`src/rtl/msk_sbox_arb.sv`:
```
`default_nettype none
// ============================================================================
// msk_sbox_arb : round-robin issue arbiter and result tagging for one shared
//                masked 32-bit S-box layer (KS SubWord vs. ST SubBytes).
// Option       : MSK_SBOX_ARB_ZERO_IDLE_EN forces sbox_in to zero when idle.
// Revision     : 1.0
// ============================================================================
module msk_sbox_arb #(
  parameter int D   = 2,
  parameter int LAT = 4
) (
  input  logic            clk,
  input  logic            rst_n,
  input  logic            ks_valid,
  output logic            ks_ready,
  input  logic [32*D-1:0] ks_shares,
  input  logic            st_valid,
  output logic            st_ready,
  input  logic [32*D-1:0] st_shares,
  input  logic            rnd_valid,
  output logic            rnd_ready,
  output logic [32*D-1:0] sbox_in,
  output logic            sbox_en,
  input  logic [32*D-1:0] sbox_out,
  output logic            ks_out_valid,
  output logic            st_out_valid,
  output logic [32*D-1:0] res_shares,
  output logic            busy
);

  localparam logic SRC_KS = 1'b0;
  localparam logic SRC_ST = 1'b1;

  logic           r_last_grant;
  logic [LAT-1:0] r_tag_vld;
  logic [LAT-1:0] r_tag_src;

  logic w_grant;
  logic w_win_st;

  // Grant is gated by rst_n so ready/enable outputs drop the moment reset asserts.
  always_comb begin
    w_grant  = rst_n & rnd_valid & (ks_valid | st_valid);
    w_win_st = st_valid;
    if (ks_valid && st_valid) begin
      w_win_st = (r_last_grant == SRC_KS);
    end
  end

  always_comb begin
    ks_ready  = w_grant & ~w_win_st;
    st_ready  = w_grant &  w_win_st;
    sbox_en   = w_grant;
    rnd_ready = w_grant;
`ifdef MSK_SBOX_ARB_ZERO_IDLE_EN
    sbox_in = '0;
    if (w_grant) begin
      sbox_in = w_win_st ? st_shares : ks_shares;
    end
`else
    sbox_in = ks_ready ? ks_shares : st_shares;
`endif
  end

  always_ff @(posedge clk or negedge rst_n) begin
    if (!rst_n) begin
      r_last_grant <= SRC_ST;
    end else if (w_grant) begin
      r_last_grant <= w_win_st;
    end
  end

  generate
    if (LAT == 1) begin : g_tag_lat1
      always_ff @(posedge clk or negedge rst_n) begin
        if (!rst_n) begin
          r_tag_vld <= '0;
          r_tag_src <= '0;
        end else begin
          r_tag_vld <= w_grant;
          r_tag_src <= w_win_st;
        end
      end
    end else begin : g_tag_latn
      always_ff @(posedge clk or negedge rst_n) begin
        if (!rst_n) begin
          r_tag_vld <= '0;
          r_tag_src <= '0;
        end else begin
          r_tag_vld <= {r_tag_vld[LAT-2:0], w_grant};
          r_tag_src <= {r_tag_src[LAT-2:0], w_win_st};
        end
      end
    end
  endgenerate

  assign ks_out_valid = r_tag_vld[LAT-1] & (r_tag_src[LAT-1] == SRC_KS);
  assign st_out_valid = r_tag_vld[LAT-1] & (r_tag_src[LAT-1] == SRC_ST);
  assign busy         = |r_tag_vld;
  assign res_shares   = sbox_out;

endmodule
`default_nettype wire

```
`config.mk`:
```
export PLATFORM = sky130hd
export DESIGN_NAME = msk_sbox_arb
export DESIGN_NICKNAME = d
export VERILOG_FILES = /design/src/rtl/msk_sbox_arb.sv
export SDC_FILE = /design/constraint.sdc
export NUM_CORES = 1
export LEC_CHECK = 0
export BUFFER_PORTS_ARGS = -buffer_cell sky130_fd_sc_hd__buf_2
export CAP_MARGIN = 20
export CORE_AREA = 4 4 127 129
export CTS_CLUSTER_SIZE = 25
export DETAILED_ROUTE_END_ITERATION = 8
export DIE_AREA = 0 0 131 133
export SKIP_CTS_REPAIR_TIMING = 1
export SYNTH_ARGS = -nofsm -noshare
export SYNTH_HDL_FRONTEND = slang
export SYNTH_SLANG_ARGS = --single-unit
```
`constraint.sdc`:
```
create_clock -name clk -period 1.65 [get_ports clk]
set_input_delay 0.2475 -clock clk [delete_from_list [all_inputs] [get_ports clk]]
set_output_delay 0.2475 -clock clk [all_outputs]
set_load 0.01 [all_outputs]
```
Yosys cells after proc, flatten, opt, wreduce, memory -nomap -nowiden
Cells that the tools add are included.

Reductions and logical operators: 2. Muxes and demuxes: 2. Bitwise operators: 10.

Operator list (count): $mux W64 (1); $and A1 B1 Y1 (6); $reduce_or A4 Y1 (1); $not A1 Y1 (3); $logic_and A1 B1 Y1 (1); $mux W1 (1); $or A1 B1 Y1 (1).

Output and inout port bits: 135. Register bits after elaboration: 9. Logic and storage cells: 17.

Longest topological paths before layout
Gate-level depths: netlist (run 1).

Word-level depth: 5. Gate-level depth with buffers: 5.

Worst setup path after synthesis (run 1)
OpenSTA, ideal clock, no wires.

Path type: reg2out. Start: register r_last_grant. End: output port sbox_in[54]. Arrival: 1.397 ns. Path slack: 0.005 ns. Data required time: 1.402 ns. Cell stages (with the launch flop): 6. Path through: dfstp_2 -> inv_1 -> a21oi_2 -> buf_6 -> buf_8 -> mux2_1.

Cells in the longest elaborated chain, start to end: 5.

RTL lines: start, declared (line 34) `logic r_last_grant;`; start signal, assigned (line 69) `r_last_grant <= w_win_st;`; $not A1 Y1 (line 46) `w_win_st = (r_last_grant == SRC_KS);`; $mux W1 (line 45) `if (ks_valid && st_valid) begin`; $not A1 Y1 (line 51) `ks_ready = w_grant & ~w_win_st;`; $and A1 B1 Y1 (line 51); named net ks_ready (line 15) `output logic ks_ready,`; $mux W64 (line 61) `sbox_in = ks_ready ? ks_shares : st_shares;`; end, declared (line 22) `output logic [32*D-1:0] sbox_in,`.

The timed path passes the listed nets, and every way through them passes these cells.

Worst setup path in the final report (run 1)
Start: register r_last_grant. End: output port sbox_in[4].

Cells in the longest elaborated chain, start to end: 5.

RTL lines (line): $not A1 Y1 (46); $mux W1 (45); $not A1 Y1 (51); $and A1 B1 Y1 (51); $mux W64 (61).

Every way passes these cells.

==> results of run 1 <==
cells in the mapped netlist, drive strengths merged:
master	count	area share
dfrtp	8	0.12
a21oi	1	0.0054
nor2	2	0.0046
or4	1	0.0046
nor2b	2	0.0077
nand2	2	0.0046
mux2	64	0.44
nand3	2	0.0062
a21boi	1	0.0046
and2	1	0.0039
o21ai	1	0.0031
inv	1	0.0023
dfstp	1	0.016
buf	72	0.37
final timing paths:
| kind | startpoint | to | slack [ns] |
|---|---|---|---|
| worst max-delay path | r_last_grant | sbox_in[4] | -0.38 |
| worst min-delay path | rst_n | r_last_grant | 0.08 |
| worst max register to register | r_last_grant | r_tag_src[0] | 0.79 |
| worst min register to register | r_tag_src[0] | r_tag_src[1] | 0.35 |
| max in group asynchronous | rst_n | r_tag_vld[3] | 0.80 |
| min in group clk | st_valid | r_last_grant | 0.30 |
power breakdown:
group / switching [mW] / internal (mW) / total, mW
Sequential: 0.00911 / 0.248 / 0.257
Combinational: 0.290 / 0.467 / 0.757
Clock: 0.101 / 0.323 / 0.423
Total: 0.400 / 1.04 / 1.44
cell families after synthesis:
kind of cell,count (synthesis)
flip-flops,9
multiplexers,64
AO/OA/AOI/OAI,3
AND/OR/NAND/NOR,10
buffers and inverters,73
routing by layer:
metal / vias to the layer above / routed length, µm / global-route usage
li1: 777 / - / -
met1: 797 / 2420 / 0.0463
met2: 181 / 4000 / 0.114
met3: 14 / 1100 / 0.0307
met4: 0 / 78 / 0.0126
met5: - / 0 / 0.0147
state kept, by name (all words and copies together), names as in the netlist:
signal and flops:
r_tag_src 4, r_tag_vld 4, r_last_grant 1
stage by stage:
step | TNS (ns) | area, µm² | worst slack (ns)
floorplan | 0 | 1620 | 0.00546
global placement | -6.33 | 2340 | -0.133
detailed placement | -7.78 | 2340 | -0.153
CTS | -23.56 | 2420 | -0.398
global route | -26.19 | 3000 | -0.446
finish | -22.29 | 3000 | -0.381
layout make-up:
cell class	instances	area share
flip-flops and latches	9	0.0754
clock buffers	4	0.0263
multi-input cells	77	0.321
inverters	1	0.00125
repair buffers	217	0.498
well taps	188	0.0784
critical path: stages (launching register included):
cell and delay (ns):
dfstp_2 0.53, inv_2 0.04, a21oi_4 0.21, buf_6 0.16, buf_12 0.13, mux2_2 0.35
buf_6 0.13
==> qor.csv, run 1 <==
metric,value,unit
status,"finished, violations left",
failing checks,negative setup slack,
Finished Layout Cells,496,
final wirelength,7600,µm
Max-slew headroom,0.767,
Fmax achieved,492,MHz
HP Class,in2async,
Unique masters post-synth,19,
FF+latch area,226,µm²
Cells after Synth,159,
Multi-input gate area,962,µm²
unrepaired setup endpoints after global routing,true,
Pwr Total,1.44,mW
Power Density,479,nW/µm²
final clock skew,0.00203,ns
worst vdd ir,326,µV
CP Launch Type,flop,
via count,1769,
setup ws final,-0.381,ns
routed len/inst,15.3,µm
CTS tree,yes,
final hold vios,0,
post-DP HPWL,5560,µm
core area,15000,µm²
die width,131,µm
"Seq/Total Area, Yosys",0.140,
I/O Buffers,203,
"commonest non-fill, non-tap cells in the layout","161 x buf_2, 43 x mux2_4, 43 x buf_6",
DRC,0,
CTS Buf Count,3,
main combinational cell family by area after synthesis,multiplexers,
total track usage,0.0571,
CTS Buffer Depth,2,
DRT Pass-1 Iters,4,
"most common cell after layout, fill and taps aside",buf_2,
LEAKAGE,1.56,nW
post-synthesis mux area share,0.444,
type of the worst setup path,reg2out,
clk slew on worst S/H paths,0.04,ns
Post-Syn Area,1620,µm²
total grt overflow,0,
crit end category,output pin,
Iter 0 DRT Violations,13,
r2r worst-path depth,2,
site row count,45,
Avg Inst Size Synth,10.2,µm²
Finished Core Util,0.200,
final setup fails,65,
Final min period,2.03,ns
die span in y,133,µm
H-tree depth,1,
crit-path max FO,9,
Final GP Congestion,0.727,
CP arrival,1.78,ns
Num Clock Sinks,9,
Post-Synth XOR/XNOR Area,0,
Least-Margin Pin Slew,0.348,ns
Root Buffer,clkbuf_16,
Initial Util,0.108,
register bit total from synthesis,9,
Simple-Gate Fraction of Synth Area,0.0316,
"Clk Latency, worst-skew pair",0.23,ns
syn nets,356,
Max Cap Viol,0,
total of warnings raised by yosys,0,
Synth Area in Adders,0,
IO Pins,332,
die area,17400,µm²
# nets final,506,
initial antenna violation count,1,
vias in the first global route,1611,
P&R area growth vs syn,85.0,%
critical path data required time,1.40,ns
post-route ant nets,0,
Vias/cell,3.57,
Max Slew Vio Count,0,
Fin Hold WS,0.0773,ns
FILL cells,1638,
first-pass GRT wire length,7580,µm
Tcrit/Tclk final,1.23,
post-synthesis compound-gate area fraction,0.0131,
layout cells sized above 1,0.873,
largest net degree at the start of global routing,49,
placed cells,484,
ant diodes,0,
Power figures use the tool's default switching activity.
==> run 2, diff against run 1 <==
--- a/config.mk
+++ b/config.mk
@@ -11,7 +11,6 @@
 export CTS_CLUSTER_SIZE = 25
 export DETAILED_ROUTE_END_ITERATION = 8
 export DIE_AREA = 0 0 131 133
-export SKIP_CTS_REPAIR_TIMING = 1
 export SYNTH_ARGS = -nofsm -noshare
 export SYNTH_HDL_FRONTEND = slang
 export SYNTH_SLANG_ARGS = --single-unit
==> qor.csv, run 2 (same netlist as run 1, synthesis figures left out) <==
metric,value,unit
status,"finished, violations left",
failing checks,negative setup slack,
CTS tree,yes,
CTS Buffer Depth,2,
Vias/cell,3.58,
critical path data required time,1.40,ns
CP Launch Type,flop,
Initial Util,0.108,
Power Density,479,nW/µm²
Buffers & Inverters on Critical Path,4,
routed len/inst,15.4,µm
Post-DP Area,2340,µm²
H-tree depth,1,
IO Pins,332,
site row count,45,
Final min period,2.03,ns
core area,15000,µm²
"Clk Latency, worst-skew pair",0.23,ns
Finished Core Util,0.200,
Final GP Congestion,0.727,
Final Instance Area,3000,µm²
initial antenna violation count,1,
"commonest non-fill, non-tap cells in the layout","161 x buf_2, 43 x mux2_4, 43 x buf_6",
Fmax achieved,492,MHz
LEAKAGE,1.56,nW
Finished Layout Cells,496,
P&R area growth vs syn,85.0,%
post-DP HPWL,5560,µm
die width,131,µm
setup ws final,-0.381,ns
CP Cell Sequence,"inv_2, a21oi_4, buf_6, buf_12, mux2_2, buf_6",
first-pass GRT wire length,7600,µm
total grt overflow,0,
I/O Buffers,203,
ant diodes,0,
total track usage,0.0573,
CP arrival,1.78,ns
Pwr Total,1.44,mW
CTS Buf Count,3,
Iter 0 DRT Violations,12,
layout cells sized above 1,0.873,
clk slew on worst S/H paths,0.04,ns
final wirelength,7620,µm
Tcrit/Tclk final,1.23,
crit-path max cell delay,0.53,ns
final setup fails,65,
via count,1775,
final hold vios,0,
vias in the first global route,1620,
crit-path max FO,9,
placed cells,484,
Max Cap Viol,0,
Root Buffer,clkbuf_16,
unrepaired setup endpoints after global routing,true,
most frequent CP cell,buf_6,
"CP delay by family, top",flip-flops,
DRC,0,
"most common cell after layout, fill and taps aside",buf_2,
crit end category,output pin,
HP Class,in2async,
# nets final,506,
worst vdd ir,326,µV
CP max-delay cell,dfstp_2,
final clock skew,0.00203,ns
Max Slew Vio Count,0,
Num Clock Sinks,9,
die span in y,133,µm
Max-slew headroom,0.767,
post-route ant nets,0,
Top Registers,"r_tag_src: 4 flops, r_tag_vld: 4 flops, r_last_grant: 1 flops",
Least-Margin Pin Slew,0.348,ns
die area,17400,µm²
largest net degree at the start of global routing,49,
DRT Pass-1 Iters,3,
type of the worst setup path,reg2out,
run 2: cell counts in the layout (fill, tap and decap cells not counted):
No cell type changed its count.
run 2: final timing paths:
check	start	to	slack, ns	depth (start not counted)
max reg2reg	r_last_grant	r_tag_src[0]	0.79	2
min reg2reg	r_tag_src[0]	r_tag_src[1]	0.35	0
max in group asynchronous	rst_n	r_tag_vld[3]	0.80	3
min	rst_n	r_last_grant	0.08	2
max	r_last_grant	sbox_in[4]	-0.38	6
min in group clk	st_valid	r_last_grant	0.30	3
run 2: per-layer routing:
layer  share of wire  track usage
met5               0       0.0147
met4          0.0096       0.0126
met2            0.53        0.115
met1            0.32       0.0465
met3            0.14       0.0307
run 2: through the flow:
step | setup slack (ns) | TNS, ns | hold WS, ns
2_1_floorplan | 0.00546 | 0 | -0.0481
3_3_place_gp | -0.133 | -6.33 | 0.193
3_5_place_dp | -0.153 | -7.78 | 0.189
4_1_cts | -0.398 | -23.56 | 0.0658
5_1_grt | -0.446 | -26.19 | 0.0867
6_report | -0.381 | -22.35 | 0.0773
run 2: area by class of cell:
type / count / area, µm²
Tap cell: 188 / 235
Sequential cell: 9 / 226
Fill cell: 1638 / 12000
Timing Repair Buffer: 217 / 1500
Multi-Input combinational cell: 77 / 962
Clock buffer: 4 / 78.8
Inverter: 1 / 3.75
run 2: where the power goes:
part	leakage, nW	switching [mW]	internal, mW
Combinational	1.41	0.290	0.467
Clock	0.0382	0.101	0.323
Sequential	0.112	0.00911	0.248
Total	1.56	0.400	1.04
run 2: worst reg2reg max path: stages (launching register included):
cell and delay (ns):
dfstp_2 0.53, buf_4 0.11, a21boi_0 0.09
run 2: what timing repair did:
| action | 4_1_cts | 5_1_grt |
|---|---|---|
| setup buffers | 0 | 2 |
| pin swaps | 0 | 1 |
| resized for setup | 0 | 95 |
| endpoints found under the setup margin | 65 | 65 |
| hold buffers | 1 | 0 |
| gates cloned | 0 | 5 |
| endpoints found under the hold margin | 8 | 0 |
